[config.mk]
export PLATFORM = sky130hd
export DESIGN_NAME = spawn_scheduler
export DESIGN_NICKNAME = d
export VERILOG_FILES = /design/src/rtl/spawn_scheduler.sv
export SDC_FILE = /design/constraint.sdc
export NUM_CORES = 1
export LEC_CHECK = 0
export ABC_AREA = 1
export CAP_MARGIN = 5
export CORE_ASPECT_RATIO = 1.25
export CORE_MARGIN = 5
export CORE_UTILIZATION = 50
export CTS_CLUSTER_DIAMETER = 60
export DETAILED_ROUTE_END_ITERATION = 6
export DONT_BUFFER_PORTS = 1
export GPL_TIMING_DRIVEN = 0
export PLACE_DENSITY_LB_ADDON = 0.1
export SLEW_MARGIN = 5
export SYNTH_ARGS = -nofsm -noshare
export SYNTH_HDL_FRONTEND = slang
export SYNTH_SLANG_ARGS = --single-unit
[constraint.sdc]
create_clock -name clk -period 2 [get_ports clk]
set_clock_uncertainty 0.1 [all_clocks]
set_input_delay 0.1 -clock clk [delete_from_list [all_inputs] [get_ports clk]]
set_output_delay 0.1 -clock clk [all_outputs]
set_load 0.01 [all_outputs]
[src/rtl/spawn_scheduler.sv]
// spawn_scheduler: paces produce spawns with a randomised tick gap, then
// builds a spawn descriptor (type, column, upward velocity) from three
// successive random bytes and offers it over a valid/ready handshake.
// Optional feature macro: SPAWN_BOMB_EN (when defined, type 7 "bomb" is
// allowed through; otherwise a captured 7 is folded to type 0).
module spawn_scheduler #(
    parameter int unsigned MIN_GAP  = 4,
    parameter logic [7:0]  GAP_MASK = 8'h0F,
    parameter int unsigned X_MIN    = 32,
    parameter int unsigned X_SPAN   = 576
) (
    input  logic       clk,
    input  logic       rst,
    input  logic       enable,
    input  logic       tick,
    input  logic [7:0] rand_in,
    input  logic       spawn_ready,
    output logic       spawn_valid,
    output logic [2:0] spawn_type,
    output logic [9:0] spawn_x,
    output logic [3:0] spawn_vel,
    output logic [7:0] spawn_count
);

    typedef enum logic [2:0] {
        IDLE   = 3'd0,
        GAP    = 3'd1,
        S_TYPE = 3'd2,
        S_X    = 3'd3,
        S_VEL  = 3'd4,
        OFFER  = 3'd5
    } state_t;

    localparam logic [8:0]  MIN_GAP_9 = 9'(MIN_GAP);
    localparam logic [17:0] X_SPAN_18 = 18'(X_SPAN);
    localparam logic [9:0]  X_MIN_10  = 10'(X_MIN);

    // Folds the bomb type away unless the bomb feature is built in.
    function automatic logic [2:0] filter_type(input logic [2:0] t);
`ifdef SPAWN_BOMB_EN
        return t;
`else
        if (t == 3'd7) begin
            return 3'd0;
        end else begin
            return t;
        end
`endif
    endfunction

    state_t      r_state;
    logic [8:0]  r_gap_cnt;
    logic        r_valid;
    logic [2:0]  r_type;
    logic [9:0]  r_x;
    logic [3:0]  r_vel;
    logic [7:0]  r_count;

    state_t      w_state;
    logic [8:0]  w_gap_cnt;
    logic        w_valid;
    logic [2:0]  w_type;
    logic [9:0]  w_x;
    logic [3:0]  w_vel;
    logic [7:0]  w_count;

    logic [8:0]  w_gap_load;
    logic [17:0] w_prod;
    logic [9:0]  w_x_calc;
    logic [3:0]  w_vel_calc;

    // Datapath helpers: gap reload value, scaled spawn column, velocity.
    always_comb begin
        w_gap_load = MIN_GAP_9 + {1'b0, rand_in & GAP_MASK};
        w_prod     = {10'd0, rand_in} * X_SPAN_18;
        w_x_calc   = X_MIN_10 + w_prod[17:8];
        w_vel_calc = 4'd4 + {1'b0, rand_in[7:5]};
    end

    // Next-state and next-register values; everything holds unless changed.
    always_comb begin
        w_state   = r_state;
        w_gap_cnt = r_gap_cnt;
        w_valid   = r_valid;
        w_type    = r_type;
        w_x       = r_x;
        w_vel     = r_vel;
        w_count   = r_count;
        case (r_state)
            IDLE: begin
                w_valid = 1'b0;
                if (enable) begin
                    w_gap_cnt = w_gap_load;
                    w_state   = GAP;
                end else begin
                    w_state   = IDLE;
                end
            end
            GAP: begin
                if (!enable) begin
                    w_state = IDLE;
                end else if (tick) begin
                    // A zero count is unreachable (MIN_GAP >= 1) but is
                    // treated as expired so the counter can never wrap.
                    if (r_gap_cnt <= 9'd1) begin
                        w_state = S_TYPE;
                    end else begin
                        w_gap_cnt = r_gap_cnt - 9'd1;
                    end
                end else begin
                    w_state = GAP;
                end
            end
            S_TYPE: begin
                if (!enable) begin
                    w_state = IDLE;
                end else begin
                    w_type  = filter_type(rand_in[2:0]);
                    w_state = S_X;
                end
            end
            S_X: begin
                if (!enable) begin
                    w_state = IDLE;
                end else begin
                    w_x     = w_x_calc;
                    w_state = S_VEL;
                end
            end
            S_VEL: begin
                if (!enable) begin
                    w_state = IDLE;
                end else begin
                    w_vel   = w_vel_calc;
                    w_valid = 1'b1;
                    w_state = OFFER;
                end
            end
            OFFER: begin
                // Once offered, the descriptor stays up regardless of enable.
                if (spawn_ready) begin
                    w_count = r_count + 8'd1;
                    w_valid = 1'b0;
                    if (enable) begin
                        w_gap_cnt = w_gap_load;
                        w_state   = GAP;
                    end else begin
                        w_state   = IDLE;
                    end
                end else begin
                    w_state = OFFER;
                end
            end
            default: begin
                w_state = IDLE;
                w_valid = 1'b0;
            end
        endcase
    end

    // State and output registers with synchronous active-low reset.
    always_ff @(posedge clk) begin
        if (!rst) begin
            r_state   <= IDLE;
            r_gap_cnt <= 9'd0;
            r_valid   <= 1'b0;
            r_type    <= 3'd0;
            r_x       <= 10'd0;
            r_vel     <= 4'd0;
            r_count   <= 8'd0;
        end else begin
            r_state   <= w_state;
            r_gap_cnt <= w_gap_cnt;
            r_valid   <= w_valid;
            r_type    <= w_type;
            r_x       <= w_x;
            r_vel     <= w_vel;
            r_count   <= w_count;
        end
    end

    assign spawn_valid = r_valid;
    assign spawn_type  = r_type;
    assign spawn_x     = r_x;
    assign spawn_vel   = r_vel;
    assign spawn_count = r_count;

endmodule

==> impl_metrics.ini <==
[status]
status = finished clean

[grt]
grt_pass1_wl_um = 9740
grt_max_degree = 13
track_usage_pct = 19.9
grt_pass1_vias = 2058
antenna_found_initial = 0
grt-ovfl-total = 0

[synth]
yosysSeqAreaShare_pct = 33.2
postSynthCellCount = 340
synth_nets = 369
syn-cell-area_um2 = 2290
post-synth-top-count-cell = nand2_1
synthArstFlopShare_pct = 0
synth_top_area_share_pct = 33.2
ys_warn_count = 0
syn_area_per_cell_um2 = 6.74
synth-edff-count = 0
ys_types = 33
synthTopCellsByCount = nand2_1, inv_1, dfxtp_1, nor2_1, nand3_1
ys_ff_latch = 38
synthFlopType = dfxtp_1
synthTopCellsByArea = dfxtp_1, nand2_1, inv_1, ha_1, nand3_1
synth_area_leader_cell = dfxtp_1

[timing]
max_slew.worst_pin.slew_ns = 0.629
tns_ns = 0
slew_headroom_pct = 58.0
max_freq_mhz = 541
rsz0062_at_grt = false
slew_violations = 0
fin_crit_sh_pct = 92.4
period_needed_ns = 1.85
finalSetupViolCount = 0
whs_ns = 0.00237
final_hold_viol_count = 0

[cts]
cts_sinks = 38
clock_path_buffers = 2
cts_tree = done
clk_pin_slew_ns = 0.08
postCtsSetupBuffers = 0
root_buffer = clkbuf_8
clk_latency_ns = 0.29
numCtsBuffers = 5
htree_num_levels = 2

[setup_path]
critPathMostFrequentCell = inv_1
worstSetupPathType = flop to flop
critPathLaunchType = flop
arrival_ns = 1.93
critical-path-slowest-cell = dlygate4sd3_1
worstPathMaxFanout = 8
endpoint_kind = flop
max_stage_delay_ns = 0.58
crit_chain = buf_6, inv_1, nand3_1, inv_1, a311oi_1, dlygate4sd3_1, a21oi_1
required_ns = 2.08

[floorplanning]
die_area_um2 = 6040
start_util_pct = 51.8
fp.coreArea_um2 = 4430
std_cell_rows = 27
die_width_um = 70.5
boundaryPins = 39
die_y_um = 85.7

[drt]
vias = 2114
drt_iter0_markers = 92
drc = 0
viasPerCell = 5.08
final_antenna_net_count = 0
totalWireLength_um = 5520
drt_pass1_iterations = 6
wl_per_cell_um = 13.3

[finish]
multiInputGateArea_um2 = 1280
drive_gt1_share_pct = 8.94
syn2layout_area_growth_pct = 12.0
nFillCells = 440
stdcell_count = 416
n_antenna_cell = 0
ff_latch_area_um2 = 761
finish.net_count = 386

[pwr]
p_total_mw = 1.76
ir_worst_vdd_v = 0.000449
power.density_nw_per_um2 = 687
p_leak_nw = 1.25

[job]
drv_cap = 0

[place]
hpwl_um = 4120
gp_congestion = 0.867
post-place-cells = 398
portBuffers = 0

[hold_path]
hp-class = primary input to flop
==> routing by layer <==
| layer | track usage [%] | wire length, µm | up-vias |
|---|---|---|---|
| met3 | 5.39 | 301 | 10 |
| met5 | 0 | 0 | - |
| met4 | 7.35 | 134 | 0 |
| li1 | - | - | 1130 |
| met1 | 22.7 | 2270 | 934 |
| met2 | 35.3 | 2810 | 40 |
==> placed cells by master, fill, tap and decap left out, types with 4 or more instances in the layout <==
cell and count:
ha_1 15, dlygate4sd3_1 10, nor3_1 5, o21ai_0 22
nand2_1 72, nor2_1 38, a21oi_2 4, a21oi_1 21
dfxtp_1 38, nand2_2 6, clkbuf_8 6, inv_1 54
nand3_1 31
==> final cells by class <==
cell class / instances / area share [%]
multi-input cells: 238 / 49.7
flip-flops and latches: 38 / 29.6
inverters: 56 / 8.19
repair buffers: 10 / 3.90
clock buffers: 6 / 3.22
well taps: 58 / 2.83
plain buffers: 8 / 2.00
clock inverters: 2 / 0.488
==> power by group <==
| group | switching (mW) | internal (mW) |
|---|---|---|
| clock | 0.276 | 0.277 |
| combinational | 0.248 | 0.162 |
| sequential | 0.0217 | 0.778 |
==> worst paths after layout <==
check | depth (start not counted) | slack (ns) | endpoint | start
max | 7 | 0.15 | r_state[0] | r_state[0]
min | 3 | 0.002 | spawn_type[2] | rand_in[1]
max reg2reg | 7 | 0.15 | r_state[0] | r_state[0]
min reg2reg | 2 | 0.42 | spawn_x[2] | spawn_x[2]
==> registers in the layout (all words and copies together) (netlist names) <==
register	flops
r_gap_cnt	9
spawn_vel	4
spawn_type	3
spawn_valid	1
spawn_count	8
r_state	3
spawn_x	10
==> worst max-delay path, delay by kind of cell, from the launching register on <==
family / cells / cell delay, ns
flip-flops: 1 / 0.34
buffers and inverters: 4 / 0.89
AND/OR/NAND/NOR: 1 / 0.14
AO/OA/AOI/OAI: 2 / 0.26
==> timing repair <==
| item | CTS | global route |
|---|---|---|
| hold buffers | 10 | 0 |
| endpoints found under the setup margin | 0 | 2 |
| endpoints found under the hold margin | 16 | 0 |
| gates resized for setup | 0 | 2 |
==> cell families (layout without fill, tap and decap cells) <==
kind of cell | after synthesis | count (layout) | synth area share, %
AND/OR/NAND/NOR | 165 | 165 | 32.0
buffers and inverters | 64 | 82 | 11.4
AO/OA/AOI/OAI | 55 | 55 | 13.5
flip-flops | 38 | 38 | 33.2
adder cells (fa/ha/maj) | 16 | 16 | 9.07
XOR/XNOR | 2 | 2 | 0.765
==> through the flow <==
| step | instance area (µm²) | setup WS [ns] | utilization (%) |
|---|---|---|---|
| 2_1_floorplan | 2290 | 0.0482 | - |
| 3_3_place_gp | 2360 | -0.0991 | 53.4 |
| 3_5_place_dp | 2360 | -0.136 | 53.4 |
| 4_1_cts | 2560 | 0.154 | 57.8 |
| 5_1_grt | 2570 | 0.0135 | 58.0 |
| 6_report | 2570 | 0.152 | 58.0 |
(Power assumes the default switching activity.)
